===== src/rtl/multisim_sched_pkg.sv =====
// ----------------------------------------------------------------------------
// multisim_sched_pkg
// Shared definitions for the multisim pull/push scheduler:
//   sched_state_e        - scheduler FSM states
//   DEF_DELAY_ACTIVE     - default backoff reload after a poll hit
//   DEF_DELAY_INACTIVE   - default backoff ceiling after poll misses
//   next_inactive_delay  - backoff growth rule applied on a poll miss
// ----------------------------------------------------------------------------
package multisim_sched_pkg;

    typedef enum logic [1:0] {
        IDLE,
        POLL,
        DELIVER,
        PUSH_WAIT
    } sched_state_e;

    localparam int DEF_DELAY_ACTIVE   = 2;
    localparam int DEF_DELAY_INACTIVE = 5;

    // Backoff after a miss: a cold channel starts at 1, otherwise the delay
    // quadruples up to the ceiling. The shift is done in 64 bits so a large
    // ceiling cannot wrap before the clamp is applied.
    function automatic int next_inactive_delay(input int d, input int delay_ceil);
        longint wide;
        if (d <= 0) return 1;
        wide = longint'(d) <<< 2;
        return (wide > longint'(delay_ceil)) ? delay_ceil : int'(wide);
    endfunction

endpackage


===== src/rtl/multisim_pull_push_sched_if.sv =====
// ----------------------------------------------------------------------------
// multisim_pull_push_sched_if
// Bundles the per-channel client handshakes and the single DPI server port.
//   master : scheduler side (drives pull beats, push ready, server strobes)
//   slave  : environment side (clients and server bridge)
// Client signals:
//   ch_req, pull_data_vld, pull_data, push_data_rdy, push_data_vld, push_data
// Server signals:
//   srv_poll_vld, srv_ch, srv_result_vld, srv_result_data, srv_push_vld,
//   srv_push_data
// ----------------------------------------------------------------------------
interface multisim_pull_push_sched_if #(
    parameter int NUM_CH = 4,
    parameter int DATA_W = 8,
    parameter int CH_W   = $clog2(NUM_CH)
) ();

    logic [NUM_CH-1:0]        ch_req;
    logic [NUM_CH-1:0]        pull_data_vld;
    logic [DATA_W-1:0]        pull_data;
    logic [NUM_CH-1:0]        push_data_rdy;
    logic [NUM_CH-1:0]        push_data_vld;
    logic [NUM_CH*DATA_W-1:0] push_data;

    logic                     srv_poll_vld;
    logic [CH_W-1:0]          srv_ch;
    logic                     srv_result_vld;
    logic [DATA_W-1:0]        srv_result_data;
    logic                     srv_push_vld;
    logic [DATA_W-1:0]        srv_push_data;

    modport master (
        input  ch_req, push_data_vld, push_data, srv_result_vld, srv_result_data,
        output pull_data_vld, pull_data, push_data_rdy,
               srv_poll_vld, srv_ch, srv_push_vld, srv_push_data
    );

    modport slave (
        output ch_req, push_data_vld, push_data, srv_result_vld, srv_result_data,
        input  pull_data_vld, pull_data, push_data_rdy,
               srv_poll_vld, srv_ch, srv_push_vld, srv_push_data
    );

endinterface


===== src/rtl/multisim_rr_arbiter.sv =====
// ----------------------------------------------------------------------------
// multisim_rr_arbiter
// Combinational round-robin picker: the first eligible channel at or after
// ptr (wrapping) wins.
//   eligible   in  NUM_CH : channels that may be granted
//   ptr        in  CH_W   : highest-priority channel index
//   gnt_onehot out NUM_CH : one-hot grant
//   gnt_idx    out CH_W   : grant index
//   any_vld    out 1      : at least one channel eligible
// ----------------------------------------------------------------------------
module multisim_rr_arbiter #(
    parameter int NUM_CH = 4,
    parameter int CH_W   = $clog2(NUM_CH)
) (
    input  logic [NUM_CH-1:0] eligible,
    input  logic [CH_W-1:0]   ptr,
    output logic [NUM_CH-1:0] gnt_onehot,
    output logic [CH_W-1:0]   gnt_idx,
    output logic              any_vld
);

    logic [CH_W-1:0] cand;

    // Scan from the lowest priority upwards so the last hit, which is the
    // one closest to ptr, overrides the earlier ones without a loop break.
    always_comb begin
        // NOTE: every output gets a default before the loop so no path leaves it unassigned (no latch).
        gnt_onehot = '0;
        gnt_idx    = '0;
        any_vld    = 1'b0;
        cand       = '0;
        for (int off = NUM_CH - 1; off >= 0; off--) begin
            cand = CH_W'((int'(ptr) + off) % NUM_CH);
            if (eligible[cand]) begin
                gnt_onehot       = '0;
                gnt_onehot[cand] = 1'b1;
                gnt_idx          = cand;
                any_vld          = 1'b1;
            end
        end
    end

endmodule


===== src/rtl/multisim_pull_push_sched.sv =====
// ----------------------------------------------------------------------------
// multisim_pull_push_sched
// Time-shares one multisim DPI server port among NUM_CH pull-then-push
// client channels. A granted channel is polled; on a hit the pulled beat is
// handed to the client, the client's push beat is awaited and forwarded to
// the server. Misses grow a per-channel backoff that keeps the channel
// ineligible for a while.
//   clk    in : clock
//   rst    in : synchronous active-high reset
//   enable in : permits new grants (in-flight transactions always finish)
//   bus       : client handshakes and server port (master modport)
// ----------------------------------------------------------------------------
module multisim_pull_push_sched
    import multisim_sched_pkg::*;
#(
    parameter int NUM_CH         = 4,
    parameter int DATA_W         = 8,
    parameter int DELAY_ACTIVE   = DEF_DELAY_ACTIVE,
    parameter int DELAY_INACTIVE = DEF_DELAY_INACTIVE
) (
    input  logic                          clk,
    input  logic                          rst,
    input  logic                          enable,
    multisim_pull_push_sched_if.master    bus
);

    localparam int CH_W   = $clog2(NUM_CH);
    localparam int DLY_MX = (DELAY_ACTIVE > DELAY_INACTIVE) ? DELAY_ACTIVE : DELAY_INACTIVE;
    localparam int BO_W   = $clog2(DLY_MX) + 1;

    sched_state_e      state;
    logic [CH_W-1:0]   ptr;
    logic [CH_W-1:0]   gnt;
    logic [NUM_CH-1:0] gnt_oh;
    logic [BO_W-1:0]   bo  [NUM_CH];
    logic [BO_W-1:0]   dly [NUM_CH];
    logic [BO_W-1:0]   bo_next;

    logic [NUM_CH-1:0] pull_vld_q;
    logic [DATA_W-1:0] pull_data_q;
    logic [NUM_CH-1:0] push_rdy_q;
    logic              poll_vld_q;
    logic              push_vld_q;
    logic [DATA_W-1:0] push_data_q;

    logic [NUM_CH-1:0] eligible;
    logic [NUM_CH-1:0] arb_oh;
    logic [CH_W-1:0]   arb_idx;
    logic              arb_any;
    logic [DATA_W-1:0] push_slice [NUM_CH];

    always_comb begin
        for (int i = 0; i < NUM_CH; i++) begin
            eligible[i]   = bus.ch_req[i] && (dly[i] == '0);
            push_slice[i] = bus.push_data[i*DATA_W +: DATA_W];
        end
    end

    assign bo_next = BO_W'(next_inactive_delay(int'(bo[gnt]), DELAY_INACTIVE));

    multisim_rr_arbiter #(
        .NUM_CH (NUM_CH),
        .CH_W   (CH_W)
    ) u_arb (
        .eligible   (eligible),
        .ptr        (ptr),
        .gnt_onehot (arb_oh),
        .gnt_idx    (arb_idx),
        .any_vld    (arb_any)
    );

    // NOTE: sequential state uses non-blocking assignments only; the later dly[gnt] load deliberately overrides the free-running decrement in the same cycle.
    always_ff @(posedge clk) begin
        if (rst) begin
            state       <= IDLE;
            ptr         <= '0;
            gnt         <= '0;
            gnt_oh      <= '0;
            pull_vld_q  <= '0;
            pull_data_q <= '0;
            push_rdy_q  <= '0;
            poll_vld_q  <= 1'b0;
            push_vld_q  <= 1'b0;
            push_data_q <= '0;
            // NOTE: the backoff arrays are a handful of flops, not RAM, and must restart cold, so they are reset.
            for (int i = 0; i < NUM_CH; i++) begin
                bo[i]  <= '0;
                dly[i] <= '0;
            end
        end else begin
            push_vld_q <= 1'b0;
            for (int i = 0; i < NUM_CH; i++) begin
                if (dly[i] != '0) dly[i] <= dly[i] - 1'b1;
            end

            case (state)
                IDLE: begin
                    if (enable && arb_any) begin
                        gnt        <= arb_idx;
                        gnt_oh     <= arb_oh;
                        ptr        <= (arb_idx == CH_W'(NUM_CH - 1)) ? '0 : arb_idx + 1'b1;
                        poll_vld_q <= 1'b1;
                        state      <= POLL;
                    end
                end
                POLL: begin
                    poll_vld_q <= 1'b0;
                    if (bus.srv_result_vld) begin
                        pull_vld_q  <= gnt_oh;
                        pull_data_q <= bus.srv_result_data;
                        bo[gnt]     <= BO_W'(DELAY_ACTIVE);
                        dly[gnt]    <= BO_W'(DELAY_ACTIVE);
                        state       <= DELIVER;
                    end else begin
                        bo[gnt]  <= bo_next;
                        dly[gnt] <= bo_next;
                        state    <= IDLE;
                    end
                end
                DELIVER: begin
                    pull_vld_q <= '0;
                    push_rdy_q <= gnt_oh;
                    state      <= PUSH_WAIT;
                end
                PUSH_WAIT: begin
                    // Push valid is only looked at here, so a client that
                    // raises it early simply waits for ready.
                    if (bus.push_data_vld[gnt]) begin
                        push_rdy_q  <= '0;
                        push_vld_q  <= 1'b1;
                        push_data_q <= push_slice[gnt];
                        state       <= IDLE;
                    end
                end
                default: state <= IDLE;
            endcase
        end
    end

    assign bus.pull_data_vld = pull_vld_q;
    assign bus.pull_data     = pull_data_q;
    assign bus.push_data_rdy = push_rdy_q;
    assign bus.srv_poll_vld  = poll_vld_q;
    assign bus.srv_ch        = gnt;
    assign bus.srv_push_vld  = push_vld_q;
    assign bus.srv_push_data = push_data_q;

endmodule

===== src/flat_wrapper.sv =====
// flat-port wrapper written by rule: the top's interface ports become plain ports
module multisim_pull_push_sched_flat import multisim_sched_pkg::*;
#(
    parameter int NUM_CH         = 4,
    parameter int DATA_W         = 8,
    parameter int DELAY_ACTIVE   = DEF_DELAY_ACTIVE,
    parameter int DELAY_INACTIVE = DEF_DELAY_INACTIVE
)
  (clk, rst, enable, bus_ch_req, bus_push_data_vld, bus_push_data, bus_srv_result_vld, bus_srv_result_data, bus_pull_data_vld, bus_pull_data, bus_push_data_rdy, bus_srv_poll_vld, bus_srv_ch, bus_srv_push_vld, bus_srv_push_data);
  multisim_pull_push_sched_if #(.NUM_CH(NUM_CH), .DATA_W(DATA_W)) bus_i ();
  input  logic clk;
  input  logic rst;
  input  logic enable;
  input wire logic [$bits(bus_i.ch_req)-1:0] bus_ch_req;
  input wire logic [$bits(bus_i.push_data_vld)-1:0] bus_push_data_vld;
  input wire logic [$bits(bus_i.push_data)-1:0] bus_push_data;
  input wire logic [$bits(bus_i.srv_result_vld)-1:0] bus_srv_result_vld;
  input wire logic [$bits(bus_i.srv_result_data)-1:0] bus_srv_result_data;
  output wire logic [$bits(bus_i.pull_data_vld)-1:0] bus_pull_data_vld;
  output wire logic [$bits(bus_i.pull_data)-1:0] bus_pull_data;
  output wire logic [$bits(bus_i.push_data_rdy)-1:0] bus_push_data_rdy;
  output wire logic [$bits(bus_i.srv_poll_vld)-1:0] bus_srv_poll_vld;
  output wire logic [$bits(bus_i.srv_ch)-1:0] bus_srv_ch;
  output wire logic [$bits(bus_i.srv_push_vld)-1:0] bus_srv_push_vld;
  output wire logic [$bits(bus_i.srv_push_data)-1:0] bus_srv_push_data;
  assign bus_i.ch_req = bus_ch_req;
  assign bus_i.push_data_vld = bus_push_data_vld;
  assign bus_i.push_data = bus_push_data;
  assign bus_i.srv_result_vld = bus_srv_result_vld;
  assign bus_i.srv_result_data = bus_srv_result_data;
  assign bus_pull_data_vld = bus_i.pull_data_vld;
  assign bus_pull_data = bus_i.pull_data;
  assign bus_push_data_rdy = bus_i.push_data_rdy;
  assign bus_srv_poll_vld = bus_i.srv_poll_vld;
  assign bus_srv_ch = bus_i.srv_ch;
  assign bus_srv_push_vld = bus_i.srv_push_vld;
  assign bus_srv_push_data = bus_i.srv_push_data;
  multisim_pull_push_sched #(.NUM_CH(NUM_CH), .DATA_W(DATA_W), .DELAY_ACTIVE(DELAY_ACTIVE), .DELAY_INACTIVE(DELAY_INACTIVE)) u_core (.clk(clk), .rst(rst), .enable(enable), .bus(bus_i));
endmodule

===== config.mk =====
export PLATFORM = sky130hd
export DESIGN_NAME = multisim_pull_push_sched_flat
export DESIGN_NICKNAME = d
export VERILOG_FILES = /design/src/rtl/multisim_sched_pkg.sv /design/src/rtl/multisim_pull_push_sched_if.sv /design/src/rtl/multisim_rr_arbiter.sv /design/src/rtl/multisim_pull_push_sched.sv /design/src/flat_wrapper.sv
export SDC_FILE = /design/constraint.sdc
export NUM_CORES = 1
export LEC_CHECK = 0
export CAP_MARGIN = 10
export CORE_MARGIN = 8
export CORE_UTILIZATION = 46
export DETAILED_ROUTE_END_ITERATION = 10
export PLACE_DENSITY = 0.88
export SLEW_MARGIN = 10
export SYNTH_ARGS = -nofsm -noshare
export SYNTH_HDL_FRONTEND = slang
export SYNTH_SLANG_ARGS = --single-unit

===== constraint.sdc =====
create_clock -name clk -period 2.1 [get_ports clk]
set_input_delay 0.21 -clock clk [delete_from_list [all_inputs] [get_ports clk]]
set_output_delay 0.21 -clock clk [all_outputs]
set_load 0.02 [all_outputs]

==> reports/results.tsv <==
metric	value	unit
outcome	finished, violations left	
failing checks	DRC, setup timing	
dpl hpwl	7.68	mm
Worst Path Arrival	2.58	ns
initial antenna violation count	0	
CP endpoint kind	flop	
IO Count	80	
Post-synth EDFFs	32	
VDD IR-drop max	0.727	mV
Final Max Slew Viols	0	
Final Hold Fails	0	
Nets	572	
Synthesis Warnings	0	
Post-Syn Instances	379	
GPL Wtd Cong	0.808	
Worst path max stage delay	0.41	ns
combinational family with the most area after synthesis	simple AND/OR/NAND/NOR gates	
Pwr Total	0.00654	W
routed wire length	12.7	mm
Hold Crit Class	input pin to flop	
power density cells	1180	nW/um^2
Tmin final	2.33	ns
first-pass GRT wire length	18.3	mm
# H-tree levels	3	
sequential share of the synthesized area	45.1	%
fin util	67.9	%
Setup crit start kind	flop	
dpl cells	581	
chip width	107	um
Leak	2.09	nW
CTS tree	yes	
ANT cells	0	
drt drc	2	
Starting Density	46.9	%
pre-CTS WS	-0.186	ns
antenna viol nets, final	0	
via count	3575	
ys async rst share	0	%
Root Buffer	clkbuf_8	
Post-Synth Simple-Gate Area	20.3	%
Synth cell types	52	
mux cell area share after synthesis	11.0	%
grt total ovfl	0	
RSZ-0062 raised after global routing	yes	
CTS buffer count	9	
Die Height	107	um
maximum clock rate	0.430	GHz
share of post-route cells with drive strength above 1	27.8	%
Hold Buf Count CTS	0	
slowest cell on the critical path	edfxtp_1	
Max FO, Critical Path	5	
total track usage	20.3	%
critical setup path kind	flop to flop	
post-synthesis compound-gate area fraction	12.8	%
flops & latches, synth	70	
Clock transition at path regs	0.08	ns
clock sink count	70	
Fin Clk Skew	0.00605	ns
Post-Syn Area per Cell	10.1	sq um
final worst setup slack	-0.227	ns
Syn-to-layout area delta	44.9	%
routed vias/inst	5.80	
overall die area	11500	sq um
WP data required	2.35	ns
Rows	33	
final worst path period share	111	%
Synth Area in XOR/XNOR	1.84	%
Post-Synth Adder-Cell Area	4.59	%
Clk Latency, worst-skew pair	0.36	ns
number of fill cells	537	
MaxCap Viol Count	0	
PortBufs	79	
CP Cell Sequence	inv_2 -> ha_4 -> nor4bb_4 -> buf_6 -> a21oi_4 -> a211oi_2 -> o21ai_2 -> and3_4 -> a2111oi_4	
Setup Viol. Count Final	11	
Primary FF master, synth	dfxtp_1	
DR WL/cell	20.6	um
Pre-antenna DRT Iters	11	
Setup TNS	-1.67	ns
core box area	8130	sq um
Max clock buf depth	2	
pin count of the biggest net entering global routing	44	
post-route insts no fill	616	
vias in the first global route	3636	
Syn Std Cell Area	3810	sq um
Starting DRT DRC Count	281	
==> final cells by class <==
cell class	instances	area, sq um	area share, %
Tap cell	105	131	2.38
Clock inverter	5	56.3	1.02
Timing Repair Buffer	132	1220	22.0
Inverter	17	63.8	1.15
Sequential cell	70	1720	31.2
Clock buffer	11	151	2.74
Multi-Input combinational cell	276	2180	39.5
==> critical path, delay by kind of cell, from the launching register on <==
kind	cells	cell delay (ns)
AO/OA/AOI/OAI	4	0.78
adder cells (fa/ha/maj)	1	0.18
buffers and inverters	2	0.32
flip-flops	1	0.41
AND/OR/NAND/NOR	2	0.52
==> cells in the mapped netlist, drive strengths merged (3+ instances only) <==
cell	number	area, sq um
ha	14	175
clkbuf	10	37.5
buf	9	61.3
nor3	16	80.1
nand3	7	35.0
xnor2	8	70.1
dfxtp	38	761
or3	3	18.8
nand2	51	194
nor2	39	146
nor4	3	18.8
o21ai	10	50.1
nor2b	6	45.0
inv	17	63.8
edfxtp	32	961
mux2i	11	114
a21oi	29	145
o21bai	8	60.1
a22oi	11	82.6
nand4bb	3	33.8
mux4	13	293
and2	10	62.6
==> kinds of logic (layout without fill, tap and decap cells) <==
logic type      after synthesis  in the layout
xor+xnor                      8              8
flops                        70             70
fa+ha+maj                    14             14
mux                          25             25
buf+inv                      36            165
other cells                   1              4
compound gates               73             73
simple gates                152            152
==> placed cells by master (no fill, tap or decap), types with 3 or more instances in the layout <==
cell             instances
a21oi_1                 17
a21oi_2                 11
a22oi_1                  8
a22oi_2                  3
and2_1                   9
buf_4                   48
buf_6                    4
clkbuf_8                11
clkdlybuf4s50_1         79
conb_1                   4
dfxtp_1                 37
edfxtp_1                32
ha_1                     9
ha_4                     4
inv_1                    9
inv_2                    8
mux2i_1                  8
mux2i_2                  3
mux4_2                  13
nand2_1                 49
nand3_1                  6
nor2_1                  38
nor2b_1                  5
nor3_1                  14
o21ai_0                  6
o21bai_1                 8
or3_1                    3
xnor2_1                  8
==> worst paths after layout <==
kind / startpoint / end / slack [ns] / cells after the start
setup / recovery: u_core.dly[3][0]$_DFFE_PP_ / u_core.ptr[1]$_SDFFE_PP0P_ / -0.23 / 9
hold / removal: bus_srv_result_data[2] / u_core.bus.pull_data[2]$_SDFFE_PP0N_ / 0.42 / 3
setup reg to reg: u_core.dly[3][0]$_DFFE_PP_ / u_core.ptr[1]$_SDFFE_PP0P_ / -0.23 / 9
hold reg to reg: u_core.bus.pull_data[0]$_SDFFE_PP0N_ / u_core.bus.pull_data[0]$_SDFFE_PP0N_ / 0.47 / 2
==> routing by layer <==
metal / up-vias / routed length [um] / GRT usage, %
li1: 1615 / - / -
met1: 1745 / 4590 / 21.8
met2: 183 / 7020 / 37.6
met3: 32 / 699 / 4.50
met4: 0 / 380 / 7.94
met5: - / 0 / 0
==> where the power goes <==
part / total [W] / switching (W) / internal, W
clock: 0.00115 / 0.000540 / 0.000613
sequential: 0.00196 / 0.000220 / 0.00174
combinational: 0.00343 / 0.00177 / 0.00167
==> registers in the layout (all words and copies together) (netlist names), named ones only <==
name / cells
u_core.bus.srv_push_data: 8
u_core.bus.srv_poll_vld: 1
u_core.bus.pull_data: 8
u_core.state: 1
u_core.bus.push_data_rdy: 4
u_core.bus.srv_push_vld: 1
u_core.dly: 16
u_core.bus.srv_ch: 2
u_core.bus.pull_data_vld: 4
u_core.gnt_oh: 4
u_core.ptr: 2
u_core.bo: 16
==> timing repair <==
| item | CTS | global route |
|---|---|---|
| setup buffers | 16 | 5 |
| gates cloned | 1 | 0 |
| pin swaps | 13 | 18 |
| endpoints found under the setup margin | 10 | 23 |
| gates resized for setup | 30 | 36 |
| hold endpoints to repair | 0 | 0 |
==> per-stage QoR <==
stage                     area, sq um  hold WS (ns)
after global routing             5530         0.430
after CTS                        5350         0.408
after floorplan                  3830         0.346
final                            5530         0.422
after detailed placement         4900         0.448
after global placement           4900         0.442
No activity file was read; power rests on OpenSTA's default activity.
==> patch, RTL diff (same settings) <==
The package constant `DEF_DELAY_INACTIVE` goes from 5 to 4.
--- a/src/rtl/multisim_sched_pkg.sv
+++ b/src/rtl/multisim_sched_pkg.sv
@@ -18,3 +18,3 @@
     localparam int DEF_DELAY_ACTIVE   = 2;
-    localparam int DEF_DELAY_INACTIVE = 5;
+    localparam int DEF_DELAY_INACTIVE = 4;
 
Formal check against the unedited RTL: no difference found for any inputs over 4 cycles, from zero or initial values and one cycle with rst high; that may be too few to reach the edited logic, so the function may still have changed.
==> patch against the unedited design <==
  * Largest cell class unchanged
  * Critical path type unchanged
  * Area after synthesis is 14% lower
  * Sequential cell count is 8 lower
  * Clock power shrank 15%
  * Total power decreased by 13%
  * Hold slack worse by 0.0022 ns
  * Routed wire length is 22% lower
  * Final area down 14%
  * Worst setup slack lost 0.0064 ns
  * Highest routed layer unchanged
  * The run ends with negative setup slack left
  * Critical endpoint unchanged
  * Sequential share of layout area rose by 0.11 points
==> patch: results (changes against the unedited design) <==
- Status: finished with violations
- Failing checks: negative setup slack
- Hold Path Depth: 3 (unchanged)
- Pleak: 1.82 nW (-13%)
- Largest net degree at the start of global routing: 30 (-32%)
- Hold WS: 0.420 ns (-0.00219 ns)
- CTS buffer count: 9 (unchanged)
- DRT Pass-1 Iters: 5 (-6)
- Setup ws final: -0.233 ns (-0.00636 ns)
- CP startpoint: u_core.dly[2][0]
- HP Class: primary input to register
- GRT Total Usage: 19.8% (-0.53 points)
- DR vias/cell: 5.60 (-3.4%)
- Initial antenna violation count: 0 (unchanged)
- Hold endpoint: u_core.bus.pull_data[2]
- Peak supply drop: 1.11 mV (+52%)
- CP max stage delay: 0.54 ns (+0.13 ns)
- WL final: 9.91 mm (-22%)
- Distinct cells, synth: 48 (-7.7%)
- Vias in the first global route: 3164 (-13%)
- H-tree levels: 3 (unchanged)
- Setup violations, final: 8 (-3)
- Ys async rst share: 0% (unchanged)
- First-pass GRT wire length: 15.6 mm (-15%)
- Met1 Use GR: 21.6% (-0.13 points)
- Fin nets: 515 (-10%)
- M3 GR Usage: 4.70% (+0.20 points)
- Met2 Usage GRT: 35.3% (-2.4 points)
- Hpwl dp: 7.18 mm (-6.5%)
- Syn_nets: 408
- Worst skew pair latency: 0.34 ns (-0.02 ns)
- Clock root cell: clkbuf_8
- Share of post-route cells with drive strength above 1: 22.3% (-5.4 points)
- Skew final: 0.00943 ns (+0.00337 ns)
- Seq/Total Area, Yosys: 45.0% (-0.13 points)
- Routability-driven placement congestion ratio: 0.955 (+18%)
- RR Endpoint: u_core.ptr[1]
- Worst-path clk slew: 0.07 ns
- Initial drt markers: 318 (+13%)
- Slowest CP cell: mux4_2
- Number of synthesized flops with an enable pin: 24 (-25%)
- Post-Route Setup TNS: -1.07 ns (+0.603 ns)
- Synth top area cells: dfxtp_1 (23%), edfxtp_1 (22%), mux4_2 (7.5%)
- Placed Area: 4340 sq um (-11%)
- Commonest cells in the netlist: nand2_1 (45), dfxtp_1 (38), nor2_1 (34), edfxtp_1 (24), a21oi_1 (20)
- Largest regs: u_core.bo x12, u_core.dly x12
- Crit path max fanout: 4 (-1)
patch: power breakdown:
part           internal [mW]  switching [mW]
Clock                  0.498           0.480
Sequential              1.52           0.156
Combinational           1.46            1.56
Total                   3.48            2.20
patch: kinds of logic (layout without fill, tap and decap cells):
| group | count (synthesis) | after routing | synth area share [%] |
|---|---|---|---|
| AO/OA/AOI/OAI | 75 | 75 | 15.1 |
| buffers and inverters | 40 | 152 | 5.06 |
| AND/OR/NAND/NOR | 126 | 126 | 17.7 |
| multiplexers | 21 | 21 | 11.1 |
| adder cells (fa/ha/maj) | 16 | 16 | 6.08 |
| flip-flops | 62 | 62 | 45.0 |
patch: repair_timing:
action	4_1_cts	5_1_grt
pin swaps	8	14
endpoints found under the setup margin	8	9
buffers inserted	6	2
resized for setup	17	18
hold buffers	0	0
patch: cell type report:
type                            count  area [sq um]
Clock buffer                       11           153
Clock inverter                      5          28.8
Fill cell                         530          2360
Inverter                           20          80.1
Multi-Input combinational cell    238          1800
Sequential cell                    62          1480
Tap cell                           99           124
Timing Repair Buffer              116          1070
patch: through the flow:
stage | std cells | power, mW | setup WS [ns]
after floorplan | 340 | 3.22 | -0.164
after global placement | 527 | 3.94 | -0.189
after global routing | 551 | 6.01 | -0.315
after detailed placement | 527 | 4.10 | -0.331
after CTS | 549 | 5.35 | -0.184
final | 551 | 5.68 | -0.233
patch: metal layers:
layer,part of all wire [%],wire (um)
met2,51,5100
met1,39,3840
met5,0,0
met4,3.2,318
met3,6.5,643
patch: worst max-delay path, delay by kind of cell (launching register included):
kind / cells / cell delay [ns]
buf+inv: 1 / 0.06
compound gates: 3 / 0.34
flops: 1 / 0.36
fa+ha+maj: 2 / 0.36
mux: 1 / 0.54
simple gates: 2 / 0.57
